===== config.mk =====
export PLATFORM = sky130hd
export DESIGN_NAME = alu_op_sequencer
export DESIGN_NICKNAME = d
export VERILOG_FILES = /design/src/rtl/alu_seq_pkg.sv /design/src/rtl/alu_seq_wait_counter.sv /design/src/rtl/alu_op_sequencer.sv
export SDC_FILE = /design/constraint.sdc
export NUM_CORES = 1
export LEC_CHECK = 0
export ABC_AREA = 1
export CELL_PAD_IN_SITES_DETAIL_PLACEMENT = 1
export CELL_PAD_IN_SITES_GLOBAL_PLACEMENT = 2
export CORE_UTILIZATION = 23
export CTS_CLUSTER_DIAMETER = 200
export DETAILED_ROUTE_END_ITERATION = 8
export MAX_ROUTING_LAYER = met4
export PLACE_DENSITY = 0.95
export SYNTH_ARGS = -nofsm -noshare
export SYNTH_HDL_FRONTEND = slang
export SYNTH_SLANG_ARGS = --single-unit

===== constraint.sdc =====
create_clock -name Clk -period 4.45 [get_ports Clk]
set_input_delay 0.445 -clock Clk [delete_from_list [all_inputs] [get_ports Clk]]
set_output_delay 0.445 -clock Clk [all_outputs]
set_load 0.02 [all_outputs]

===== src/rtl/alu_seq_pkg.sv =====
// Shared definitions for the ALU op sequencer: ALU control codes and FSM state encoding.
// Pure declarations; no timing or flow-control behaviour of its own.
package alu_seq_pkg;

    localparam logic [3:0] ALU_OP_DIV  = 4'd0;
    localparam logic [3:0] ALU_OP_MUL  = 4'd1;
    localparam logic [3:0] ALU_OP_ADD  = 4'd2;
    localparam logic [3:0] ALU_OP_SUB  = 4'd3;
    localparam logic [3:0] ALU_OP_AND  = 4'd4;
    localparam logic [3:0] ALU_OP_OR   = 4'd5;
    localparam logic [3:0] ALU_OP_XOR  = 4'd6;
    localparam logic [3:0] ALU_OP_SHL  = 4'd7;
    localparam logic [3:0] ALU_OP_SHR  = 4'd8;
    localparam logic [3:0] ALU_OP_ROL  = 4'd9;
    localparam logic [3:0] ALU_OP_ROR  = 4'd10;
    localparam logic [3:0] ALU_OP_NOT  = 4'd11;
    localparam logic [3:0] ALU_OP_LAST = ALU_OP_NOT;

    typedef enum logic [1:0] {
        ST_IDLE  = 2'd0,
        ST_ISSUE = 2'd1,
        ST_WAIT  = 2'd2,
        ST_RESP  = 2'd3
    } seq_state_e;

    // Only divide and multiply use the long settle window and return a high word.
    function automatic logic is_muldiv(input logic [3:0] op, input logic inc_pc);
        return !inc_pc && ((op == ALU_OP_DIV) || (op == ALU_OP_MUL));
    endfunction

endpackage


===== src/rtl/alu_seq_wait_counter.sv =====
// Loadable down-counter timing the ALU settle window; done_o flags a count of 1.
// Load takes effect next cycle; no flow control, decrement saturates at zero.
module alu_seq_wait_counter #(
    parameter int CNT_W = 3
) (
    input  logic             clk_i,
    input  logic             clr_i,
    input  logic             load_i,
    input  logic [CNT_W-1:0] load_val_i,
    input  logic             dec_i,
    output logic             done_o
);

    logic [CNT_W-1:0] cnt_q;

    always_ff @(posedge clk_i) begin
        if (clr_i) begin
            cnt_q <= '0;
        end else if (load_i) begin
            cnt_q <= load_val_i;
        end else if (dec_i && (cnt_q != '0)) begin
            cnt_q <= cnt_q - 1'b1;
        end
    end

    assign done_o = (cnt_q == CNT_W'(1));

endmodule


===== src/rtl/alu_op_sequencer.sv =====
// Holds one ALU request stable for its settle window, then returns z_high/z_low on a response channel.
// Latency: 2+W cycles legal, 1 cycle rejected; req_ready low until the response handshake completes.
// Optional ALU_SEQ_DIV_ZERO_CHECK_EN rejects divide-by-zero without issuing it to the ALU.
module alu_op_sequencer
    import alu_seq_pkg::*;
#(
    parameter int SIMPLE_WAIT = 1,
    parameter int MULDIV_WAIT = 4
) (
    input  logic        Clk,
    input  logic        Clr,
    input  logic        req_valid,
    output logic        req_ready,
    input  logic [3:0]  req_op,
    input  logic        req_pc,
    input  logic [31:0] req_a,
    input  logic [31:0] req_b,
    output logic [31:0] alu_reg1,
    output logic [31:0] alu_reg2,
    output logic [3:0]  alu_control,
    output logic        alu_inc_pc,
    input  logic [31:0] alu_z_high,
    input  logic [31:0] alu_z_low,
    output logic        rsp_valid,
    input  logic        rsp_ready,
    output logic [31:0] rsp_hi,
    output logic [31:0] rsp_lo,
    output logic        rsp_err,
    output logic        busy
);

    localparam int MAX_WAIT = (MULDIV_WAIT > SIMPLE_WAIT) ? MULDIV_WAIT : SIMPLE_WAIT;
    localparam int CNT_W    = $clog2(MAX_WAIT + 1);

    seq_state_e       state_q;
    logic [31:0]      reg1_q, reg2_q, hi_q, lo_q;
    logic [3:0]       ctrl_q;
    logic             inc_pc_q, err_q, rdy_q, vld_q;

    logic             muldiv_d, illegal_d, div_zero_d, cnt_done;
    logic [CNT_W-1:0] cnt_load_d;
    logic [31:0]      cap_hi_d;

    always_comb begin
        muldiv_d   = is_muldiv(ctrl_q, inc_pc_q);
        cnt_load_d = muldiv_d ? CNT_W'(MULDIV_WAIT) : CNT_W'(SIMPLE_WAIT);
        cap_hi_d   = muldiv_d ? alu_z_high : 32'd0;
        illegal_d  = !req_pc && (req_op > ALU_OP_LAST);
`ifdef ALU_SEQ_DIV_ZERO_CHECK_EN
        div_zero_d = !req_pc && (req_op == ALU_OP_DIV) && (req_b == 32'd0);
`else
        div_zero_d = 1'b0;
`endif
    end

    alu_seq_wait_counter #(
        .CNT_W(CNT_W)
    ) u_wait_counter (
        .clk_i      (Clk),
        .clr_i      (Clr),
        .load_i     (state_q == ST_ISSUE),
        .load_val_i (cnt_load_d),
        .dec_i      (state_q == ST_WAIT),
        .done_o     (cnt_done)
    );

    always_ff @(posedge Clk) begin
        if (Clr) begin
            state_q  <= ST_IDLE;
            reg1_q   <= '0;
            reg2_q   <= '0;
            ctrl_q   <= '0;
            inc_pc_q <= 1'b0;
            hi_q     <= '0;
            lo_q     <= '0;
            err_q    <= 1'b0;
            rdy_q    <= 1'b1;
            vld_q    <= 1'b0;
        end else begin
            case (state_q)
                ST_IDLE: begin
                    if (req_valid) begin
                        rdy_q <= 1'b0;
                        // Rejected requests never touch the ALU-facing registers.
                        if (div_zero_d) begin
                            state_q <= ST_RESP;
                            vld_q   <= 1'b1;
                            err_q   <= 1'b1;
                            hi_q    <= req_a;
                            lo_q    <= 32'hFFFF_FFFF;
                        end else if (illegal_d) begin
                            state_q <= ST_RESP;
                            vld_q   <= 1'b1;
                            err_q   <= 1'b1;
                            hi_q    <= '0;
                            lo_q    <= '0;
                        end else begin
                            state_q  <= ST_ISSUE;
                            reg1_q   <= req_a;
                            reg2_q   <= req_b;
                            ctrl_q   <= req_op;
                            inc_pc_q <= req_pc;
                        end
                    end
                end
                ST_ISSUE: state_q <= ST_WAIT;
                ST_WAIT: begin
                    if (cnt_done) begin
                        state_q <= ST_RESP;
                        vld_q   <= 1'b1;
                        err_q   <= 1'b0;
                        hi_q    <= cap_hi_d;
                        lo_q    <= alu_z_low;
                    end
                end
                ST_RESP: begin
                    if (rsp_ready) begin
                        state_q <= ST_IDLE;
                        vld_q   <= 1'b0;
                        rdy_q   <= 1'b1;
                    end
                end
                default: begin
                    state_q <= ST_IDLE;
                    vld_q   <= 1'b0;
                    rdy_q   <= 1'b1;
                end
            endcase
        end
    end

    assign req_ready   = rdy_q;
    assign busy        = !rdy_q;
    assign rsp_valid   = vld_q;
    assign rsp_hi      = hi_q;
    assign rsp_lo      = lo_q;
    assign rsp_err     = err_q;
    assign alu_reg1    = reg1_q;
    assign alu_reg2    = reg2_q;
    assign alu_control = ctrl_q;
    assign alu_inc_pc  = inc_pc_q;

endmodule


---- Word-level counts from Yosys, hierarchy flattened ----
Index checks and enable logic that the tools add are counted.
operators by class
  $add $sub $neg .......................... 1
  $lt $le $gt $ge ......................... 1
  equality and inequality tests ........... 9
  muxes and demuxes ....................... 25
  bitwise gates (word level) .............. 1
  reduce and logical (&&, ||, !) cells .... 19
operators by type and width
  operator                                             number
  two-way mux 32 bit                                   5
  case mux 32 bit (2 select lines)                     2
  two-way mux 3 bit                                    3
  AND reduction 3 bit                                  3
  two-way mux 2 bit                                    4
  inequality test 2 bit, second input constant         4
  case mux 2 bit (4 select lines)                      1
  two-way mux 1 bit                                    7
  nonzero test 2 bit                                   3
  nonzero test 3 bit                                   2
  AND reduction 5 bit                                  1
  equality test 2 bit, second input constant           2
  equality test 4 x 1 -> 1 bit, second input constant  1
  > comparator 4 bit, second input constant            1
  zero test 4 bit                                      1
  case mux 1 bit (2 select lines)                      2
  AND reduction 4 bit                                  1
  equality test 3 x 1 -> 1 bit, second input constant  1
  logical AND 1 bit                                    3
  zero test 1 bit                                      3
  case mux 1 bit (3 select lines)                      1
  subtractor 3 x 1 -> 3 bit, second input constant     1
  equality test 2 x 1 -> 1 bit, second input constant  1
  zero test 2 bit                                      1
  2 further kinds                                      2
word-level totals
  bits in registers ....................... 141
  input port bits ......................... 137
  output and inout bits ................... 137

---- Longest topological paths before layout ----
Gate-level depths: netlist of the first run.
  depth after elaboration ................. 6
  mapped depth ............................ 10

---- Cells and area by module ----
From an unflattened synthesis of the first run, not the netlist that was laid out.
unflattened totals
  cell total of the unflattened synthesis .. 764
  area total of the unflattened synthesis .. 5794.3 sq um
by module, submodules not included
  module                instances  cells an instance  area each (sq um)  sequential area each (sq um)
  alu_op_sequencer      1          730                5562.8             2762.6
  alu_seq_wait_counter  1          34                 231.5              60.1

---- Least setup slack after synthesis of the first run ----
OpenSTA, ideal clock, no wires.
  path type ............................... register to register
  start point ............................. reg state_q[0]
  end point ............................... reg lo_q[10], in the netlist rsp_lo[10]
  library setup time ...................... 0.132 ns
  arrival ................................. 1.435 ns
  required time ........................... 4.318 ns
  path slack .............................. 2.883 ns
  cell stages (with the launch flop) ...... 11
  path buffers ............................ 2
  clock period less this slack ............ 1.567 ns
  cells stage by stage .................... dfxtp_1 -> inv_1 -> ha_1 -> inv_2 -> nor2_1 -> a21oi_2 -> nand2_1 -> buf_4 -> buf_4 -> nand2_1 -> a21oi_1
on the way
  word-level cells in the longest chain between the ends .. 3
  elaborated cells on any way between the ends .. 8
  those cells by class .................... eq/ne (4); mux (1); reduce/logical (3)
ends and longest elaborated chain
  element                                                                       line                     text
  start: declaration                                                            alu_op_sequencer.sv:35   seq_state_e state_q;
  start signal: assignment                                                      alu_op_sequencer.sv:69   state_q <= ST_IDLE;
  start signal: assignment                                                      alu_op_sequencer.sv:86   state_q <= ST_RESP;
  start signal: assignment                                                      alu_op_sequencer.sv:92   state_q <= ST_RESP;
  equality test 2 bit or zero test 2 bit (tied branches)                        alu_op_sequencer.sv:80   case (state_q)
  inequality test 2 bit (no source line) or nonzero test 2 bit (tied branches)  n/a
  AND reduction 4 bit (no source line)                                          n/a
  end signal: assignment                                                        alu_op_sequencer.sv:113  lo_q <= alu_z_low;
  end: declaration                                                              alu_op_sequencer.sv:36   logic [31:0] reg1_q, reg2_q, hi_q, lo_q;
Several ways; a longest one is shown, not always the timed one.
A chain may end at the register's enable or synchronous reset.

---- Final worst setup path of the first run ----
  start point ............................. reg state_q[1]
  end point ............................... reg hi_q[26], in the netlist rsp_hi[26]
on the way
  word-level cells in the longest chain between the ends .. 3
  elaborated cells on any way between the ends .. 8
  those cells by class .................... eq/ne (4); mux (1); reduce/logical (3)
ends and longest elaborated chain
  element                                                                       line                     text
  equality test 2 bit or zero test 2 bit (tied branches)                        alu_op_sequencer.sv:80
  inequality test 2 bit (no source line) or nonzero test 2 bit (tied branches)  n/a
  AND reduction 4 bit (no source line)                                          n/a
  end signal: assignment                                                        alu_op_sequencer.sv:89   hi_q <= req_a;
  end signal: assignment                                                        alu_op_sequencer.sv:112  hi_q <= cap_hi_d;
  end: declaration                                                              alu_op_sequencer.sv:36
Several ways; a longest one is shown, not always the timed one.

==> flow_summary.yaml, run 1 <==
outcome:
  status: "completed"
final_layout:
  final_layout_size_suffix_gt1_share_pct: 4.85
  layout.cells.non_filler: 1354
  n_antenna_cell: 0
  final_common_cell: "nand2_1"
  layout_common_cells: "281 x nand2_1, 272 x clkdlybuf4s50_1, 141 x dfxtp_1"
  finalNetCount: 1162
  syn2layout_area_growth_pct: 60.7
grt:
  grt_pass1_wl_um: 32800
  grt_max_degree: 76
  antenna_found_initial: 0
  grt_remaining_overflow: 0
  grtUsageTotal_pct: 16.5
  grt_pass1_vias: 6274
pwr:
  p_leak_nw: 3.19
  max-vdd-ir-drop_v: 0.000220
  p_int_mw: 2.76
  switching_share_pct: 38.6
  p_comb_share_pct: 36.3
  p_seq_share_pct: 33.4
  p_per_area_nw_per_um2: 488
  p_switching_mw: 1.74
  p_clk_share_pct: 30.3
critical_path:
  required_ns: 4.78
  arrival_ns: 2.73
  endpoint_kind: "register"
  cp-start-kind: "register"
  startpoint: "state_q[1]"
  worstReg2RegStart: "state_q[1]"
  path_class: "reg -> reg"
  crit_path_max_fanout: 33
sta:
  setup_ws_ns: 2.05
  hold_viol_final: 0
  min_period_ns: 2.40
  worstMarginPinSlew_ns: 0.879
  fmax_ghz: 0.417
  slew_headroom_pct: 41.4
  rsz0062_at_grt: "false"
  fin_setup_tns_ns: 0
  fin_worst_skew_ns: 0.0105
  final-setup-viol-count: 0
  report.final.slew_viol_count: 0
  period_share_pct: 53.9
floorplan:
  rows: 57
  core_area_um2: 24400
  pin_count: 274
  start_util_pct: 23.5
  chipWidth_um: 160
  die_h_um: 160
  die_area_um2: 25600
detailed_routing:
  drt_pass1_iterations: 4
  num_vias: 6060
  drt-initial-drc-count: 356
  drc: 0
  ant_nets: 0
  wl_per_cell_um: 15.3
  via_per_inst: 4.48
  finalWirelength_um: 20700
placement:
  pre_cts_ws_ns: 1.87
  dp_hpwl_um: 13900
  place_congestion: 0.745
  dp_cells: 1322
  io_buffers: 273
logic_synthesis:
  synth_cells: 776
  yosysWarnings: 0
  avgSynthCellArea_um2: 7.39
  synth.net_count: 921
  synth_cell_type_count: 19
  ys_seq_elements: 141
  synth.cell_area_um2: 5740
  yosysSeqAreaShare_pct: 49.2
clock_network:
  clock-sinks: 141
  clk_pin_slew_ns: 0.07
  cts_tree: "yes"
  cts_max_level: 4
  cts_buffers: 17
  cts_hold_buf: 0
  clock_latency_ns: 0.42
  ctsResizeCount: 0
  clockBufferDepth: 2
  postCtsSetupRepairBufs: 0
  clock-root-buffer: "clkbuf_16"
hold_path:
  hold_path.class: "reg -> reg"
  worstHoldStart: "rsp_lo[2]"
job:
  drv_cap: 0
==> layer usage <==
layer  GRT usage, %  vias up  wire length [µm]
met5              -        -                 0
met4           4.89        0               308
met3           5.90       17              1560
met2           26.0      206              9420
met1           19.7     2852              9440
li1               -     2985                 -
==> power by group through the flow <==
stage                     Sequential, mW  Clock (mW)  Combinational (mW)
after CTS                           1.51        1.42                1.66
after global placement              1.52           0                1.64
final                               1.50        1.36                1.63
after detailed placement            1.53           0                1.65
after global routing                1.52        1.47                1.80
after floorplan                     1.67           0               0.869
==> synth_stat cells <==
cell type	n	area (µm²)
inv_2	2	7.51
buf_1	1	3.75
buf_2	12	60.1
buf_4	18	135
a21oi_2	1	8.76
o21ai_0	3	15.0
inv_1	16	60.1
or2_2	1	6.26
nor2_1	40	150
nand3_2	1	10.0
nand2_1	283	1060
nand3_1	45	225
nand3b_1	32	240
clkbuf_1	29	109
a21oi_1	140	701
xor2_1	1	8.76
nand4_1	2	12.5
dfxtp_1	141	2820
ha_1	8	100
==> state kept, by name (all words and copies together) (netlist names), 2 cells and up <==
name                  count
rsp_hi                   32
rsp_lo                   32
alu_reg1                 32
u_wait_counter.cnt_q      3
alu_control               4
state_q                   2
alu_reg2                 32
==> cells by family (layout without fill, tap and decap cells) <==
logic type	count (synthesis)	after routing	share of synthesized area, %
compound gates	144	144	12.6
xor+xnor	1	1	0.153
fa+ha+maj	8	8	1.74
buf+inv	78	332	6.54
flops	141	141	49.2
simple gates	404	404	29.7
==> metrics by stage <==
step           power [mW]  hold slack [ns]  instance area (µm²)  utilization (%)
3_5_place_dp         3.18            0.455                 8660             35.5
5_1_grt              4.79            0.479                 9220             37.8
2_1_floorplan        2.54            0.439                 5740                -
6_report             4.50            0.462                 9220             37.8
3_3_place_gp         3.16            0.448                 8660             35.5
4_1_cts              4.58            0.466                 9220             37.8
==> final timing paths <==
kind | to | depth (start not counted) | slack (ns)
hold reg to reg | rsp_lo[2] | 2 | 0.46
setup / recovery | rsp_hi[26] | 9 | 2.05
hold / removal | rsp_lo[2] | 2 | 0.46
setup reg to reg | rsp_hi[26] | 9 | 2.05
==> layout make-up <==
class,count,area (µm²)
Fill cell,2958,15200
Sequential cell,141,2820
Timing Repair Buffer,282,2810
Multi-Input combinational cell,557,2550
Clock buffer,19,453
Tap cell,324,405
Clock inverter,13,105
Inverter,18,67.6
==> worst max-delay path, stage by stage, from the launching register on <==
cell	delay, ns
dfxtp_1	0.35
inv_1	0.12
ha_1	0.29
inv_2	0.07
nor2_1	0.18
a21oi_4	0.05
nand2_2	0.51
buf_4	0.46
nand2_1	0.11
a21oi_1	0.16
(Power assumes the default switching activity.)
==> inputs of run 2 (changes only) <==
Settings changed: CORE_UTILIZATION 23 to 21, PLACE_DENSITY 0.95 to 0.9.
Clock period 4.45 ns to 2.4 ns, I/O delays scaled along.
==> flow_summary.yaml, run 2 (synthesis gave the netlist of run 1 again) <==
critical_path:
  path_class: "reg -> reg"
  arrival_ns: 2.19
  endpoint_kind: "register"
  required_ns: 2.74
  crit_path_max_fanout: 53
  cp-start-kind: "register"
sta:
  rsz0062_at_grt: "false"
  period_share_pct: 77.0
  min_period_ns: 1.85
  final-setup-viol-count: 0
  slew_headroom_pct: 64.8
  fin_setup_tns_ns: 0
  hold_viol_final: 0
  report.final.slew_viol_count: 0
  worstMarginPinSlew_ns: 0.528
  fmax_ghz: 0.541
  fin_worst_skew_ns: 0.0116
clock_network:
  postCtsSetupRepairBufs: 0
  cts_buffers: 17
  cts_max_level: 4
  clock_latency_ns: 0.42
  cts_tree: "yes"
  clock-sinks: 141
  clock-root-buffer: "clkbuf_16"
  ctsResizeCount: 0
  clockBufferDepth: 2
  clk_pin_slew_ns: 0.07
  cts_hold_buf: 0
grt:
  grt_remaining_overflow: 0
  grt_pass1_wl_um: 34200
  grtUsageTotal_pct: 16.1
  grt_pass1_vias: 6205
  grt_max_degree: 70
  antenna_found_initial: 2
pwr:
  max-vdd-ir-drop_v: 0.000414
  p_leak_nw: 3.28
  p_per_area_nw_per_um2: 946
floorplan:
  pin_count: 274
  chipWidth_um: 167
  die_area_um2: 28000
  rows: 60
  die_h_um: 167
  core_area_um2: 26900
  start_util_pct: 21.4
detailed_routing:
  drc: 0
  via_per_inst: 4.39
  ant_nets: 0
  drt_pass1_iterations: 4
  drt-initial-drc-count: 249
  num_vias: 6050
  finalWirelength_um: 21700
  wl_per_cell_um: 15.8
placement:
  place_congestion: 0.756
  io_buffers: 273
  dp_hpwl_um: 14500
job:
  drv_cap: 0
final_layout:
  final_common_cell: "nand2_1"
  finalNetCount: 1166
  final_layout_size_suffix_gt1_share_pct: 5.13
  fin_util_pct: 35.2
  register_area_um2: 2820
  nFillCells: 3216
  multi_input_area_um2: 2550
  syn2layout_area_growth_pct: 64.7
  layout_common_cells: "281 x nand2_1, 272 x clkdlybuf4s50_1, 141 x dfxtp_1"
hold_path:
  hold_path.class: "in -> reg"
outcome:
  status: "completed"
-- run 2: cell types whose count changed in the layout (fill, tap and decap cells not counted), moves of 2 or more --
cell	delta
clkinvlp_4	-2
bufinv_16	+5
inv_6	-4
buf_4	-2
diode_2	+3
buf_12	+6
-- run 2: path summary, 6_finish.rpt --
path         cells after the start  slack [ns]         end  startpoint
max                              8        0.55  rsp_hi[11]  state_q[1]
min                              2        0.30  rsp_hi[10]         Clr
max reg2reg                      8        0.55  rsp_hi[11]  state_q[1]
min reg2reg                      2        0.46     rsp_err     rsp_err
-- run 2: critical path, cell delays in order (launching register included) --
cell and delay [ns]:
dfxtp_1 0.40, inv_1 0.10, ha_1 0.28, nand4_1 0.17, nand2_2 0.16, nand2_2 0.13, buf_12 0.24, nand2_1 0.10
a21oi_1 0.15
-- run 2: layer usage --
| metal | GRT usage [%] | wire length (µm) | up-vias |
|---|---|---|---|
| met5 | - | 0 | - |
| met4 | 5.35 | 291 | 0 |
| met3 | 5.63 | 1820 | 12 |
| met2 | 25.1 | 9900 | 199 |
| met1 | 19.1 | 9690 | 2841 |
| li1 | - | - | 2998 |
-- run 2: layout make-up --
class | instances | share of cell area, %
antenna | 3 | 0.0795
clock buffer | 18 | 4.65
clock inverter | 13 | 2.26
inverter | 18 | 0.715
multi-input combinational | 557 | 27.0
sequential | 141 | 29.9
tap | 341 | 4.52
timing repair buffer | 286 | 30.9
-- run 2: stage by stage --
step / power, mW / instances / setup slack (ns) / hold slack [ns] / cell area [µm²]
global route: 9.52 / 1376 / 0.396 / 0.313 / 9450
detailed placement: 6.06 / 1343 / 0.491 / 0.452 / 8790
floorplan: 4.72 / 776 / 0.833 / 0.383 / 5740
CTS: 9.13 / 1374 / 0.559 / 0.299 / 9440
global placement: 6.03 / 1343 / 0.502 / 0.448 / 8790
finish: 8.94 / 1377 / 0.552 / 0.302 / 9450
-- run 2: report_power, final --
part / internal (mW) / leakage, nW / total (mW) / switching (mW)
registers: 2.62 / 1.15 / 2.78 / 0.161
clock network: 1.88 / 0.313 / 2.99 / 1.11
logic: 1.21 / 1.82 / 3.17 / 1.96
